===== src/rtl/uart_tx_fifo_if.sv =====
// rtl/uart_tx_fifo_if.sv - producer/UART-side signal bundle for the transmit FIFO
interface uart_tx_fifo_if #(
    parameter int DEPTH_LOG2 = 4
) ();
    logic                  wr;
    logic [7:0]            wr_data;
    logic                  full;
    logic                  empty;
    logic [DEPTH_LOG2:0]   count;
    logic                  overflow;
    logic                  tx_err;
    logic                  busy_tx;
    logic                  transmit;
    logic [7:0]            data_tx;

    modport master (
        output wr, wr_data, busy_tx,
        input  full, empty, count, overflow, tx_err, transmit, data_tx
    );

    modport slave (
        input  wr, wr_data, busy_tx,
        output full, empty, count, overflow, tx_err, transmit, data_tx
    );
endinterface


===== src/rtl/uart_tx_fifo.sv =====
// rtl/uart_tx_fifo.sv - circular byte FIFO that launches bytes into uart_autobaud paced on busy_tx
module uart_tx_fifo #(
    parameter int DEPTH_LOG2  = 4,
    parameter int ACK_TIMEOUT = 16
) (
    input  logic           clk,
    input  logic           nRst,
    uart_tx_fifo_if.slave  bus
);
    localparam int DEPTH = 1 << DEPTH_LOG2;
    localparam int TW    = $clog2(ACK_TIMEOUT) + 1;
    localparam logic [TW-1:0] TMO_LAST = TW'(ACK_TIMEOUT - 1);

    typedef enum logic [1:0] {IDLE, LAUNCH, ACK, DRAIN} state_e;

    state_e                state_q, state_d;
    logic [7:0]            mem_q [DEPTH];
    logic [DEPTH_LOG2-1:0] wr_ptr_q, wr_ptr_d;
    logic [DEPTH_LOG2-1:0] rd_ptr_q, rd_ptr_d;
    logic [DEPTH_LOG2:0]   count_q, count_d;
    logic                  full_q, full_d;
    logic                  empty_q, empty_d;
    logic                  overflow_q, overflow_d;
    logic                  tx_err_q, tx_err_d;
    logic                  transmit_q, transmit_d;
    logic [7:0]            data_tx_q, data_tx_d;
    logic [TW-1:0]         tmo_q, tmo_d;
    logic                  push;
    logic                  pop;

    // Both decisions use the registered flags so a pop never frees room for a same-edge write.
    assign push = bus.wr && !full_q;
    assign pop  = (state_q == IDLE) && !empty_q && !bus.busy_tx;

    always_comb begin
        wr_ptr_d   = wr_ptr_q;
        rd_ptr_d   = rd_ptr_q;
        count_d    = count_q;
        data_tx_d  = data_tx_q;
        if (push) begin
            wr_ptr_d = wr_ptr_q + 1'b1;
        end
        if (pop) begin
            rd_ptr_d  = rd_ptr_q + 1'b1;
            data_tx_d = mem_q[rd_ptr_q];
        end
        case ({push, pop})
            2'b10:   count_d = count_q + 1'b1;
            2'b01:   count_d = count_q - 1'b1;
            default: count_d = count_q;
        endcase
        full_d     = count_d[DEPTH_LOG2];
        empty_d    = (count_d == '0);
        overflow_d = bus.wr && full_q;
    end

    always_comb begin
        state_d = state_q;
        case (state_q)
            IDLE:    if (pop) state_d = LAUNCH;
            LAUNCH:  state_d = ACK;
            ACK: begin
                if (bus.busy_tx) begin
                    state_d = DRAIN;
                end else if (tmo_q == TMO_LAST) begin
                    state_d = IDLE;
                end
            end
            DRAIN:   if (!bus.busy_tx) state_d = IDLE;
            default: state_d = IDLE;
        endcase
    end

    always_comb begin
        transmit_d = pop;
        tx_err_d   = (state_q == ACK) && !bus.busy_tx && (tmo_q == TMO_LAST);
        tmo_d      = tmo_q;
        if (state_q == LAUNCH) begin
            tmo_d = '0;
        end else if ((state_q == ACK) && !bus.busy_tx && (tmo_q != TMO_LAST)) begin
            tmo_d = tmo_q + 1'b1;
        end
    end

    always_ff @(posedge clk) begin
        if (!nRst) begin
            state_q    <= IDLE;
            wr_ptr_q   <= '0;
            rd_ptr_q   <= '0;
            count_q    <= '0;
            full_q     <= 1'b0;
            empty_q    <= 1'b1;
            overflow_q <= 1'b0;
            tx_err_q   <= 1'b0;
            transmit_q <= 1'b0;
            data_tx_q  <= 8'h00;
            tmo_q      <= '0;
        end else begin
            state_q    <= state_d;
            wr_ptr_q   <= wr_ptr_d;
            rd_ptr_q   <= rd_ptr_d;
            count_q    <= count_d;
            full_q     <= full_d;
            empty_q    <= empty_d;
            overflow_q <= overflow_d;
            tx_err_q   <= tx_err_d;
            transmit_q <= transmit_d;
            data_tx_q  <= data_tx_d;
            tmo_q      <= tmo_d;
        end
    end

    // Storage is deliberately left unreset; the pointers alone define what is valid.
    always_ff @(posedge clk) begin
        if (push) begin
            mem_q[wr_ptr_q] <= bus.wr_data;
        end
    end

    assign bus.full     = full_q;
    assign bus.empty    = empty_q;
    assign bus.count    = count_q;
    assign bus.overflow = overflow_q;
    assign bus.tx_err   = tx_err_q;
    assign bus.transmit = transmit_q;
    assign bus.data_tx  = data_tx_q;
endmodule

===== src/flat_wrapper.sv =====
// flat-port wrapper written by rule: the top's interface ports become plain ports
module uart_tx_fifo_flat 
#(
    parameter int DEPTH_LOG2  = 4,
    parameter int ACK_TIMEOUT = 16
)
  (clk, nRst, bus_wr, bus_wr_data, bus_busy_tx, bus_full, bus_empty, bus_count, bus_overflow, bus_tx_err, bus_transmit, bus_data_tx);
  uart_tx_fifo_if #(.DEPTH_LOG2(DEPTH_LOG2)) bus_i ();
  input  logic clk;
  input  logic nRst;
  input wire logic [$bits(bus_i.wr)-1:0] bus_wr;
  input wire logic [$bits(bus_i.wr_data)-1:0] bus_wr_data;
  input wire logic [$bits(bus_i.busy_tx)-1:0] bus_busy_tx;
  output wire logic [$bits(bus_i.full)-1:0] bus_full;
  output wire logic [$bits(bus_i.empty)-1:0] bus_empty;
  output wire logic [$bits(bus_i.count)-1:0] bus_count;
  output wire logic [$bits(bus_i.overflow)-1:0] bus_overflow;
  output wire logic [$bits(bus_i.tx_err)-1:0] bus_tx_err;
  output wire logic [$bits(bus_i.transmit)-1:0] bus_transmit;
  output wire logic [$bits(bus_i.data_tx)-1:0] bus_data_tx;
  assign bus_i.wr = bus_wr;
  assign bus_i.wr_data = bus_wr_data;
  assign bus_i.busy_tx = bus_busy_tx;
  assign bus_full = bus_i.full;
  assign bus_empty = bus_i.empty;
  assign bus_count = bus_i.count;
  assign bus_overflow = bus_i.overflow;
  assign bus_tx_err = bus_i.tx_err;
  assign bus_transmit = bus_i.transmit;
  assign bus_data_tx = bus_i.data_tx;
  uart_tx_fifo #(.DEPTH_LOG2(DEPTH_LOG2), .ACK_TIMEOUT(ACK_TIMEOUT)) u_core (.clk(clk), .nRst(nRst), .bus(bus_i));
endmodule

===== config.mk =====
export PLATFORM = sky130hd
export DESIGN_NAME = uart_tx_fifo_flat
export DESIGN_NICKNAME = d
export VERILOG_FILES = /design/src/rtl/uart_tx_fifo_if.sv /design/src/rtl/uart_tx_fifo.sv /design/src/flat_wrapper.sv
export SDC_FILE = /design/constraint.sdc
export NUM_CORES = 1
export LEC_CHECK = 0
export BUFFER_PORTS_ARGS = -buffer_cell sky130_fd_sc_hd__buf_2
export CORE_UTILIZATION = 46
export DETAILED_ROUTE_END_ITERATION = 10
export PLACE_DENSITY_LB_ADDON = 0.1
export SKIP_LAST_GASP = 1
export SYNTH_ARGS = -nofsm -noshare
export SYNTH_HDL_FRONTEND = slang
export SYNTH_SLANG_ARGS = --single-unit

===== constraint.sdc =====
create_clock -name clk -period 4.45 [get_ports clk]
set_input_delay 0.445 -clock clk [delete_from_list [all_inputs] [get_ports clk]]
set_output_delay 0.445 -clock clk [all_outputs]
set_load 0.005 [all_outputs]

==> results.cfg <==
[timing]
tns_ns = 0
finClkSkew_ns = 0.0189
finalMaxSlewViolations = 0
hold_viol = 0
period_minus_slack_ns = 2.79
fmax_ghz = 0.359
worst_pin_slew_ns = 0.860
slew_headroom_pct = 42.7
setup_viol = 0
rsz0062_at_grt = no
fin_crit_sh_pct = 62.6

[run]
maxCapViolations = 0

[pwr]
p_per_area_nw_per_um2 = 484
power_leakage_nw = 2.50
vdd_ir_drop_max_v = 0.000265
power_mw = 3.56

[synthesis]
syn_area_per_cell_um2 = 16.7
yosysMostFrequentCell = edfxtp_1
yosys.area.top_type = edfxtp_1
synthTopCellsByArea = edfxtp_1 59%, dfxtp_1 9.8%, mux4_2 7.3%, mux4_1 4.4%, ha_1 2.1%
ys_ff_latch = 160
synth_flop_cell = edfxtp_1
syn_inst = 389
synth-async-reset-ratio_pct = 0
syn-num-nets = 412
yosysUniqueCellTypes = 44
netlist.area_leader.share_pct = 59.1
netlist_area_um2 = 6500
ys_seq_area_share_pct = 68.9
synth_common_cells = 128 x edfxtp_1, 35 x nand2_1, 32 x dfxtp_1
synth-edff-count = 128
ys_warn_count = 0

[cts]
cts_tree = done
numCtsBuffers = 17
ctsRootBufferMaster = clkbuf_16
h-tree-depth = 4
postCtsHoldBufs = 0
insertion_delay_ns = 0.42
cts_setup_buffers = 0
numClockSinks = 160
cts_buffer_depth = 2
clkTransAtPathRegs_ns = 0.06
cts_resized = 0

[min_path]
hold_path_depth = 2
min_from = bus_wr
hp-class = input pin to flop
worstHoldEndpoint = u_core.bus.overflow

[placed_design]
hpwlAfterDp_um = 7760
finalWeightedCongestion = 0.759
io_buffers = 29

[drt]
drt-initial-drc-count = 255
vias = 3300
remaining_drc_errors = 0
antenna_left = 0
drt-total-wl_um = 12400
firstDrtPassIters = 4
viasPerCell = 5.39
wl_per_cell_um = 20.2

[floorplanning]
fp.coreArea_um2 = 13800
die_w_um = 121
ios = 30
dieArea_um2 = 14600
rows = 43
die_height_um = 121
start_util_pct = 47.0

[worst_setup_path]
arrival_ns = 3.06
path_max_fanout = 9
required_ns = 4.73
reg2reg_from = u_core.bus.full
r2r_setup_slack_ns = 1.67
critical_path_class = flop to flop
rr_endpoint = u_core.bus.empty
end_kind = flop
ff2ff_path_depth = 10
start_kind = flop

[run_status]
status = finished clean

[global_route]
grt_pass1_wl_um = 19000
grt_pass1_vias = 3234
grt_overflow = 0
globalRouteTotalUtil_pct = 18.5
grt_max_degree = 35
antenna_found_initial = 0

[cells_and_area]
n_fill_cell = 1116
antenna_cells = 0
final_nets = 445
final_layout_size_suffix_gt1_share_pct = 20.6
syn2layout_area_growth_pct = 13.1
==> how the worst max path moves through the flow <==
stage	cells past startpoint	start	to	slack, ns
2_1_floorplan	11	bus_busy_tx	u_core.bus.empty	1.72
3_3_place_gp	11	bus_wr	u_core.bus.empty	1.58
3_5_place_dp	11	bus_wr	u_core.bus.empty	1.48
4_1_cts	10	u_core.bus.full	u_core.bus.empty	1.67
5_1_grt	10	u_core.bus.full	u_core.bus.empty	1.44
6_report	10	u_core.bus.full	u_core.bus.empty	1.67
==> power by group <==
group | internal, mW | leakage, nW | switching [mW] | total (mW)
Sequential | 1.67 | 1.42 | 0.0734 | 1.74
Combinational | 0.199 | 0.817 | 0.194 | 0.393
Clock | 0.869 | 0.269 | 0.553 | 1.42
==> worst max-delay path, cell delays in order, from the launching register on <==
cell and delay, ns:
dfxtp_1 0.34, nor2b_1 0.51, inv_1 0.14, ha_1 0.32, xor2_1 0.20, ha_1 0.23
a21oi_1 0.15, nor2b_1 0.08, or4_1 0.49, nand3b_1 0.13, o41ai_2 0.07
==> kinds of logic after synthesis <==
family / count (synthesis) / share of synthesized area, %
flip-flops: 160 / 68.9
AND/OR/NAND/NOR: 103 / 8.23
multiplexers: 36 / 12.4
buffers and inverters: 27 / 2.52
AO/OA/AOI/OAI: 40 / 4.16
adder cells (fa/ha/maj): 11 / 2.12
XOR/XNOR: 12 / 1.62
==> metal layers <==
metal,vias up,GRT usage [%],share of wire [%]
met2,55,28.2,48
met1,1666,25.7,47
met4,0,6.71,0.99
li1,1570,-,-
met3,9,4.75,3.3
met5,-,0,0
==> flip-flops by register name, summed over array words and instances, names as in the netlist <==
name,count
u_core.mem_q,128
u_core.bus.data_tx,8
u_core.tmo_q,5
u_core.bus.count,4
u_core.rd_ptr_q,4
u_core.wr_ptr_q,4
u_core.state_q,2
u_core.bus.empty,1
u_core.bus.full,1
u_core.bus.overflow,1
u_core.bus.transmit,1
u_core.bus.tx_err,1
==> stage by stage <==
step	worst slack [ns]	hold slack (ns)	util (%)	cells	cell area, um^2
2_1_floorplan	1.72	0.445	-	389	6500
3_3_place_gp	1.58	0.435	49.1	583	6780
3_5_place_dp	1.48	0.441	49.1	583	6780
4_1_cts	1.67	0.264	53.2	612	7350
5_1_grt	1.44	0.275	53.2	612	7350
6_report	1.67	0.283	53.2	612	7350
==> cell type report <==
class	count	area (um^2)	area share [%]
tap	180	225	3.06
sequential	160	4490	61.0
clock buffer	18	429	5.84
clock inverter	11	143	1.94
multi-input combinational	202	1860	25.2
inverter	5	18.8	0.255
timing repair buffer	36	198	2.69
==> cells in the final DEF, fill, tap and decap left out, types with 6 or more instances in the layout <==
cell	synthesis	final
a22oi_1	17	17
xnor2_1	6	6
and2_1	10	10
edfxtp_1	128	128
nor2b_1	11	11
buf_4	1	7
nand2b_1	8	8
dfxtp_1	32	31
mux4_2	21	21
xor2_1	6	6
nor2_1	22	22
o21ai_1	11	11
mux4_1	11	11
buf_2	4	29
nand2_1	35	35
ha_1	11	11
clkbuf_16	0	17
(Power assumes the default switching activity.)
